### src/rtl/cpu_pkg.sv
// Definitions shared by the fetch unit and the instruction decoder:
// fetch FSM states, instruction width and opcode encodings.
package cpu_pkg;

    localparam int INSTR_W = 32;

    typedef enum logic [1:0] {
        IDLE    = 2'd0,
        FETCH   = 2'd1,
        STALL   = 2'd2,
        DISCARD = 2'd3
    } fetch_state_e;

    localparam logic [3:0] OP_NOOP0  = 4'b0000;
    localparam logic [3:0] OP_NOOP1  = 4'b0001;
    localparam logic [3:0] OP_ADD    = 4'b0010;
    localparam logic [3:0] OP_SUB    = 4'b0011;
    localparam logic [3:0] OP_SHIFTL = 4'b0100;
    localparam logic [3:0] OP_SHIFTR = 4'b0101;
    localparam logic [3:0] OP_ADDI   = 4'b1100;
    localparam logic [3:0] OP_SUBI   = 4'b1111;

endpackage

### src/rtl/fetch_fifo.sv
// Power-of-two circular buffer holding fetched {word, pc} entries,
// with a synchronous flush that wins over push and pop.
module fetch_fifo #(
    parameter int DEPTH = 2,
    parameter int WIDTH = 64
) (
    input  logic                       clk,
    input  logic                       rst,
    input  logic                       flush_i,
    input  logic                       push_i,
    input  logic                       pop_i,
    input  logic [WIDTH-1:0]           wdata_i,
    output logic [WIDTH-1:0]           rdata_o,
    output logic                       full_o,
    output logic                       empty_o,
    output logic [$clog2(DEPTH):0]     count_o
);
    localparam int PTR_W = $clog2(DEPTH);
    localparam int CNT_W = PTR_W + 1;

    logic [WIDTH-1:0] mem_q [DEPTH];
    logic [PTR_W-1:0] wr_ptr_q, wr_ptr_d;
    logic [PTR_W-1:0] rd_ptr_q, rd_ptr_d;
    logic [CNT_W-1:0] count_q, count_d;
    logic             do_push, do_pop;

    assign full_o  = (count_q == CNT_W'(DEPTH));
    assign empty_o = (count_q == '0);
    assign count_o = count_q;
    assign rdata_o = mem_q[rd_ptr_q];
    assign do_push = push_i && !full_o;
    assign do_pop  = pop_i && !empty_o;

    always_comb begin
        wr_ptr_d = wr_ptr_q;
        rd_ptr_d = rd_ptr_q;
        count_d  = count_q;
        if (flush_i) begin
            wr_ptr_d = '0;
            rd_ptr_d = '0;
            count_d  = '0;
        end else begin
            if (do_push) wr_ptr_d = wr_ptr_q + PTR_W'(1);
            if (do_pop)  rd_ptr_d = rd_ptr_q + PTR_W'(1);
            count_d = count_q + CNT_W'(do_push) - CNT_W'(do_pop);
        end
    end

    // NOTE: sequential state uses non-blocking assignments so every register samples pre-edge values.
    always_ff @(posedge clk or posedge rst) begin
        if (rst) begin
            wr_ptr_q <= '0;
            rd_ptr_q <= '0;
            count_q  <= '0;
        end else begin
            wr_ptr_q <= wr_ptr_d;
            rd_ptr_q <= rd_ptr_d;
            count_q  <= count_d;
        end
    end

    // NOTE: storage is deliberately not reset; the parent masks the head while the FIFO is empty.
    always_ff @(posedge clk) begin
        if (do_push && !flush_i) mem_q[wr_ptr_q] <= wdata_i;
    end

endmodule

### src/rtl/instruction_fetch_unit.sv
// Program counter plus fetch FSM: issues imem requests, buffers returned
// words in fetch_fifo and handles redirects that flush buffered/in-flight work.
module instruction_fetch_unit
    import cpu_pkg::*;
#(
    parameter int                ADDR_W     = 32,
    parameter logic [ADDR_W-1:0] RESET_PC   = '0,
    parameter int                PC_STEP    = 4,
    parameter int                FIFO_DEPTH = 2
) (
    input  logic               clk,
    input  logic               rst,
    input  logic               start,
    input  logic               redirect_valid,
    input  logic [ADDR_W-1:0]  redirect_pc,
    output logic               imem_req,
    output logic [ADDR_W-1:0]  imem_addr,
    input  logic               imem_ack,
    input  logic [INSTR_W-1:0] imem_rdata,
    output logic               instr_valid,
    input  logic               instr_ready,
    output logic [INSTR_W-1:0] instruction,
    output logic [ADDR_W-1:0]  instr_pc,
    output logic               busy
);
    localparam int ENTRY_W = INSTR_W + ADDR_W;
    localparam int CNT_W   = $clog2(FIFO_DEPTH) + 1;

    fetch_state_e        state_q, state_d;
    logic [ADDR_W-1:0]   pc_q, pc_d;
    logic [ADDR_W-1:0]   disc_addr_q, disc_addr_d;

    logic                push, pop, flush;
    logic                fifo_full, fifo_empty;
    logic [CNT_W-1:0]    fifo_count;
    logic [ENTRY_W-1:0]  fifo_rdata;
    logic                fills_last_slot;

    assign flush = redirect_valid && (state_q != IDLE);
    assign push  = (state_q == FETCH) && imem_ack && !redirect_valid;
    assign pop   = !fifo_empty && instr_ready;
    assign fills_last_slot = push && !pop && (fifo_count == CNT_W'(FIFO_DEPTH - 1));

    fetch_fifo #(
        .DEPTH (FIFO_DEPTH),
        .WIDTH (ENTRY_W)
    ) u_fifo (
        .clk     (clk),
        .rst     (rst),
        .flush_i (flush),
        .push_i  (push),
        .pop_i   (pop),
        .wdata_i ({imem_rdata, pc_q}),
        .rdata_o (fifo_rdata),
        .full_o  (fifo_full),
        .empty_o (fifo_empty),
        .count_o (fifo_count)
    );

    always_ff @(posedge clk or posedge rst) begin
        if (rst) begin
            state_q     <= IDLE;
            pc_q        <= RESET_PC;
            disc_addr_q <= RESET_PC;
        end else begin
            state_q     <= state_d;
            pc_q        <= pc_d;
            disc_addr_q <= disc_addr_d;
        end
    end

    // NOTE: every combinational output gets a default first so no latch is inferred.
    always_comb begin
        state_d     = state_q;
        pc_d        = pc_q;
        disc_addr_d = disc_addr_q;
        if (redirect_valid)  pc_d = redirect_pc;
        else if (push)       pc_d = pc_q + ADDR_W'(PC_STEP);
        unique case (state_q)
            IDLE: if (start) state_d = FETCH;
            FETCH: begin
                if (redirect_valid) begin
                    // Without an ack the old request is still in flight and must be drained.
                    state_d = imem_ack ? FETCH : DISCARD;
                    if (!imem_ack) disc_addr_d = pc_q;
                end else if (fills_last_slot) begin
                    state_d = STALL;
                end
            end
            STALL:   if (redirect_valid || !fifo_full || pop) state_d = FETCH;
            DISCARD: if (imem_ack) state_d = FETCH;
            default: state_d = IDLE;
        endcase
    end

    always_comb begin
        imem_req    = (state_q == FETCH) || (state_q == DISCARD);
        imem_addr   = (state_q == DISCARD) ? disc_addr_q : pc_q;
        busy        = (state_q != IDLE);
        instr_valid = !fifo_empty;
        instruction = fifo_empty ? '0 : fifo_rdata[ENTRY_W-1:ADDR_W];
        instr_pc    = fifo_empty ? '0 : fifo_rdata[ADDR_W-1:0];
    end

endmodule

### config.mk
export PLATFORM = sky130hd
export DESIGN_NAME = instruction_fetch_unit
export DESIGN_NICKNAME = d
export VERILOG_FILES = /design/src/rtl/cpu_pkg.sv /design/src/rtl/fetch_fifo.sv /design/src/rtl/instruction_fetch_unit.sv
export SDC_FILE = /design/constraint.sdc
export NUM_CORES = 1
export LEC_CHECK = 0
export CAP_MARGIN = 10
export CORE_ASPECT_RATIO = 0.6
export CORE_MARGIN = 2
export CORE_UTILIZATION = 35
export DETAILED_ROUTE_END_ITERATION = 6
export GPL_TIMING_DRIVEN = 0
export SYNTH_ARGS = -nofsm -noshare
export SYNTH_HDL_FRONTEND = slang
export SYNTH_SLANG_ARGS = --single-unit
### constraint.sdc
create_clock -name clk -period 9.6 [get_ports clk]
set_clock_uncertainty 0.15 [all_clocks]
set_input_delay 2.88 -clock clk [delete_from_list [all_inputs] [get_ports clk]]
set_output_delay 2.88 -clock clk [all_outputs]
set_load 0.01 [all_outputs]
==> insert_results.sql <==
INSERT INTO impl_metrics (metric_group, metric, value, unit) VALUES
('outcome', 'status', 'finished clean', ''),
('place', 'port_buffers', '167', ''),
('drt', 'drt_wl_total', '22.1', 'mm'),
('setup_path', 'crit_required', '6.57', 'ns'),
('synth', 'syn_area_per_cell', '13.5', 'µm²'),
('die', 'horizontal_die_dimension', '207', 'µm'),
('clock_network', 'cts.sinks', '198', ''),
('synth', 'synthesized_area', '8620', 'µm²'),
('synth', 'synth_cell_type_count', '42', ''),
('setup_path', 'worstSetupStartpoint', 'u_fifo.count_o[1]$_DFF_PP0_', ''),
('timing', 'achievable-frequency', '166', 'MHz'),
('worst_hold_path', 'endpoint_of_the_worst_hold_path', 'u_fifo.mem_q[1][11]$_DFFE_PP_', ''),
('clock_network', 'ctsRootBufferMaster', 'sky130_fd_sc_hd__clkbuf_16', ''),
('clock_network', 'clk_pin_slew', '0.08', 'ns'),
('drt', 'wire_per_inst', '19.0', 'µm'),
('die', 'die_area', '25900', 'µm²'),
('finish', 'layout_commonest_cell', 'sky130_fd_sc_hd__clkdlybuf4s50_1', ''),
('setup_path', 'timing_worst_setup_path_type', 'flop to primary output', ''),
('place', 'gpl.final_weighted_congestion', '0.819', ''),
('worst_hold_path', 'min_path_type', 'flop to flop', ''),
('global_route', 'grt.total_usage', '17.5', '%'),
('drt', 'vias_per_cell', '4.93', ''),
('clock_network', 'tritoncts_clock_tree', 'built', ''),
('die', 'floorplan.initialDensity', '35.6', '%'),
('global_route', 'antenna_violations_before_repair', '1', ''),
('timing', 'finalWorstPathRequiredPeriod', '6.02', 'ns'),
('timing', 'max_slew_margin', '32.1', '%'),
('drt', 'first_iter_violations', '423', ''),
('power_and_ir_drop', 'power_leakage', '4.00', 'nW'),
('timing', 'fraction_of_the_cycle_the_final_worst_path_needs', '62.7', '%'),
('setup_path', 'critical_r2r_capture', 'u_fifo.mem_q[0][54]$_DFFE_PP_', ''),
('setup_path', 'cp_endpoint_kind', 'primary output', ''),
('place', 'placed_area', '10800', 'µm²'),
('global_route', 'grt_max_degree', '67', ''),
('setup_path', 'worst-path-max-fanout', '10', ''),
('timing', 'report.final.slew_viol_count', '0', ''),
('timing', 'timing_worst_slew_pin_value', '1.02', 'ns'),
('clock_network', 'total_clock_buffers_created_by_cts', '17', ''),
('setup_path', 'worst_setup_path_start_kind', 'flop', ''),
('synth', 'synth_nets', '709', ''),
('timing', 'timing.final.setup_violations', '0', ''),
('timing', 'hold_slack', '0.322', 'ns'),
('synth', 'yosys_reg_bits', '198', ''),
('clock_network', 'post_cts_resize_count', '0', ''),
('setup_path', 'r2r_slack', '6.78', 'ns'),
('drt', 'detailroute.via_count', '5744', ''),
('finish', 'finish.net_count', '903', ''),
('global_route', 'grt.overflow.total', '0', ''),
('die', 'chipHeight', '126', 'µm'),
('timing', 'finalHoldViolations', '0', ''),
('timing', 'rsz0062_at_grt', 'false', ''),
('drt', 'dr.pass1.iters', '5', ''),
('setup_path', 'crit_arrival', '2.99', 'ns'),
('synth', 'gate_count_of_the_mapped_netlist', '636', ''),
('worst_hold_path', 'min-delay-start', 'pc_q[11]$_DFFE_PP0N_', ''),
('clock_network', 'cts-htree-levels', '4', ''),
('finish', 'drive_gt1_share', '14.6', '%'),
('die', 'core-area', '24200', 'µm²'),
('worst_hold_path', 'hold_depth', '0', ''),
('clock_network', 'clock_latency_on_the_worst_skew_pair', '0.45', 'ns'),
('clock_network', 'cts_hold_repair.buffers', '0', ''),
('power_and_ir_drop', 'vdd_drop_max', '0.000134', 'V'),
('setup_path', 'r2r_start', 'state_q[1]$_DFFE_PP0P_', ''),
('power_and_ir_drop', 'total_power', '2.84', 'mW'),
('power_and_ir_drop', 'cell_area_power_density', '250', 'nW/µm²'),
('finish', 'area_delta_synth_final', '32.2', '%'),
('clock_network', 'cts_buffer_depth', '2', ''),
('global_route', 'grt_pass1_vias', '5503', ''),
('synth', 'synth_sequential_area_ratio', '64.9', '%'),
('finish', 'mostFrequentLayoutCells', 'sky130_fd_sc_hd__clkdlybuf4s50_1 (167), sky130_fd_sc_hd__edfxtp_1 (128), sky130_fd_sc_hd__nor2_1 (85)', ''),
('finish', 'post-route-cell-area', '11400', 'µm²'),
('drt', 'route.detailed.drc', '0', ''),
('place', 'place.detailed.hpwl', '15.9', 'mm'),
('clock_network', 'postCtsSetupBuffers', '0', ''),
('synth', 'yosys_warns', '0', ''),
('die', 'row_count', '44', ''),
('die', 'num_io_pins', '169', ''),
('global_route', 'grt_pass1_wl', '33.2', 'mm'),
('setup_path', 'r2r_cells', '7', ''),
('finish', 'num_antenna_cells', '0', ''),
('drt', 'ant_nets', '0', ''),
('job', 'cap_violations', '0', '');
[flip-flops by register name, indices dropped and copies added, names as in the netlist]
register and cells:
u_fifo.mem_q 128, disc_addr_q 32, u_fifo.count_o 2, state_q 2, u_fifo.wr_ptr_q 1, pc_q 32
u_fifo.rd_ptr_q 1
[cells in the mapped netlist (all sizes together)]
library cell | instances | share of area [%]
a21o | 1 | 0.087
a21oi | 2 | 0.12
a22o | 1 | 0.10
a311o | 3 | 0.35
a31oi | 13 | 0.94
and2 | 6 | 0.44
and3 | 4 | 0.31
and3b | 1 | 0.10
and4 | 5 | 0.51
buf | 14 | 0.71
clkbuf | 23 | 1.0
dfrtp | 70 | 20
edfxtp | 128 | 45
ha | 3 | 0.44
inv | 12 | 0.52
mux2 | 66 | 8.6
mux2i | 65 | 7.6
nand2 | 29 | 1.3
nand2b | 1 | 0.073
nand3 | 14 | 0.87
nand3b | 1 | 0.087
nand4 | 13 | 0.94
nand4b | 1 | 0.10
nor2 | 85 | 3.7
nor2b | 1 | 0.073
nor3 | 4 | 0.23
nor4 | 4 | 0.46
o211ai | 2 | 0.17
o21ai | 16 | 0.93
o21bai | 1 | 0.087
o311ai | 1 | 0.10
o31ai | 12 | 1.0
or2 | 3 | 0.22
or3 | 4 | 0.29
or4 | 13 | 1.2
xnor2 | 9 | 0.91
xor2 | 5 | 0.51
[layout make-up]
type                       count  area, µm²
fill                        2184      12800
sequential                   198       5600
multi-input combinational    389       2850
timing repair buffer         175       1800
clock buffer                  18        439
tap                          322        403
buffer                        37        148
clock inverter                14        113
inverter                      12       47.5
[worst max-delay path by stage]
stage	end	slack, ns	cells after the start
5_1_grt	instr_pc[0]	3.30	5
3_3_place_gp	u_fifo.mem_q[0][45]$_DFFE_PP_	-1.22	3
3_5_place_dp	u_fifo.mem_q[0][50]$_DFFE_PP_	3.91	7
4_1_cts	instr_pc[0]	3.45	5
2_1_floorplan	u_fifo.mem_q[0][0]$_DFFE_PP_	2.27	2
6_report	instr_pc[24]	3.58	5
[power breakdown]
part           internal [mW]  switching, mW  leakage, nW
sequential              1.06         0.0789         1.99
combinational          0.533          0.488         1.74
clock                  0.346          0.337        0.272
[kinds of logic (layout without fill, tap and decap cells)]
family	after synthesis	count (layout)	synth area share, %
AOI/OAI and AO/OA	52	52	3.94
buffers and inverters	49	256	2.24
muxes	131	131	16.2
xor gates and xnor gates	14	14	1.42
and+or+nand+nor	189	189	10.8
DFF	198	198	64.9
adders and majority gates	3	3	0.436
[through the flow]
stage	TNS [ns]	util (%)	instances	worst slack, ns
global placement	-78.26	44.3	1125	-1.22
global route	0	47.1	1165	3.30
floorplan	0	-	636	2.27
CTS	0	47.1	1165	3.45
finish	0	47.1	1165	3.58
detailed placement	0	44.8	1133	3.91
[layer usage]
layer	track usage, %	up-vias	wire length (µm)	share of wire (%)
met5	0	-	0	0
met4	4.75	0	229	1.0
met3	4.22	15	1250	5.7
met2	24.1	156	9360	42
met1	27.1	2821	11200	51
li1	-	2752	-	-
[critical path, cell delays in order, from the launching register on]
cell	delay (ns)
sky130_fd_sc_hd__dfrtp_1	0.42
sky130_fd_sc_hd__nor2_1	0.17
sky130_fd_sc_hd__clkbuf_1	0.78
sky130_fd_sc_hd__buf_1	0.52
sky130_fd_sc_hd__nor2_1	0.15
sky130_fd_sc_hd__clkdlybuf4s50_1	0.51
(Power assumes the default switching activity.)
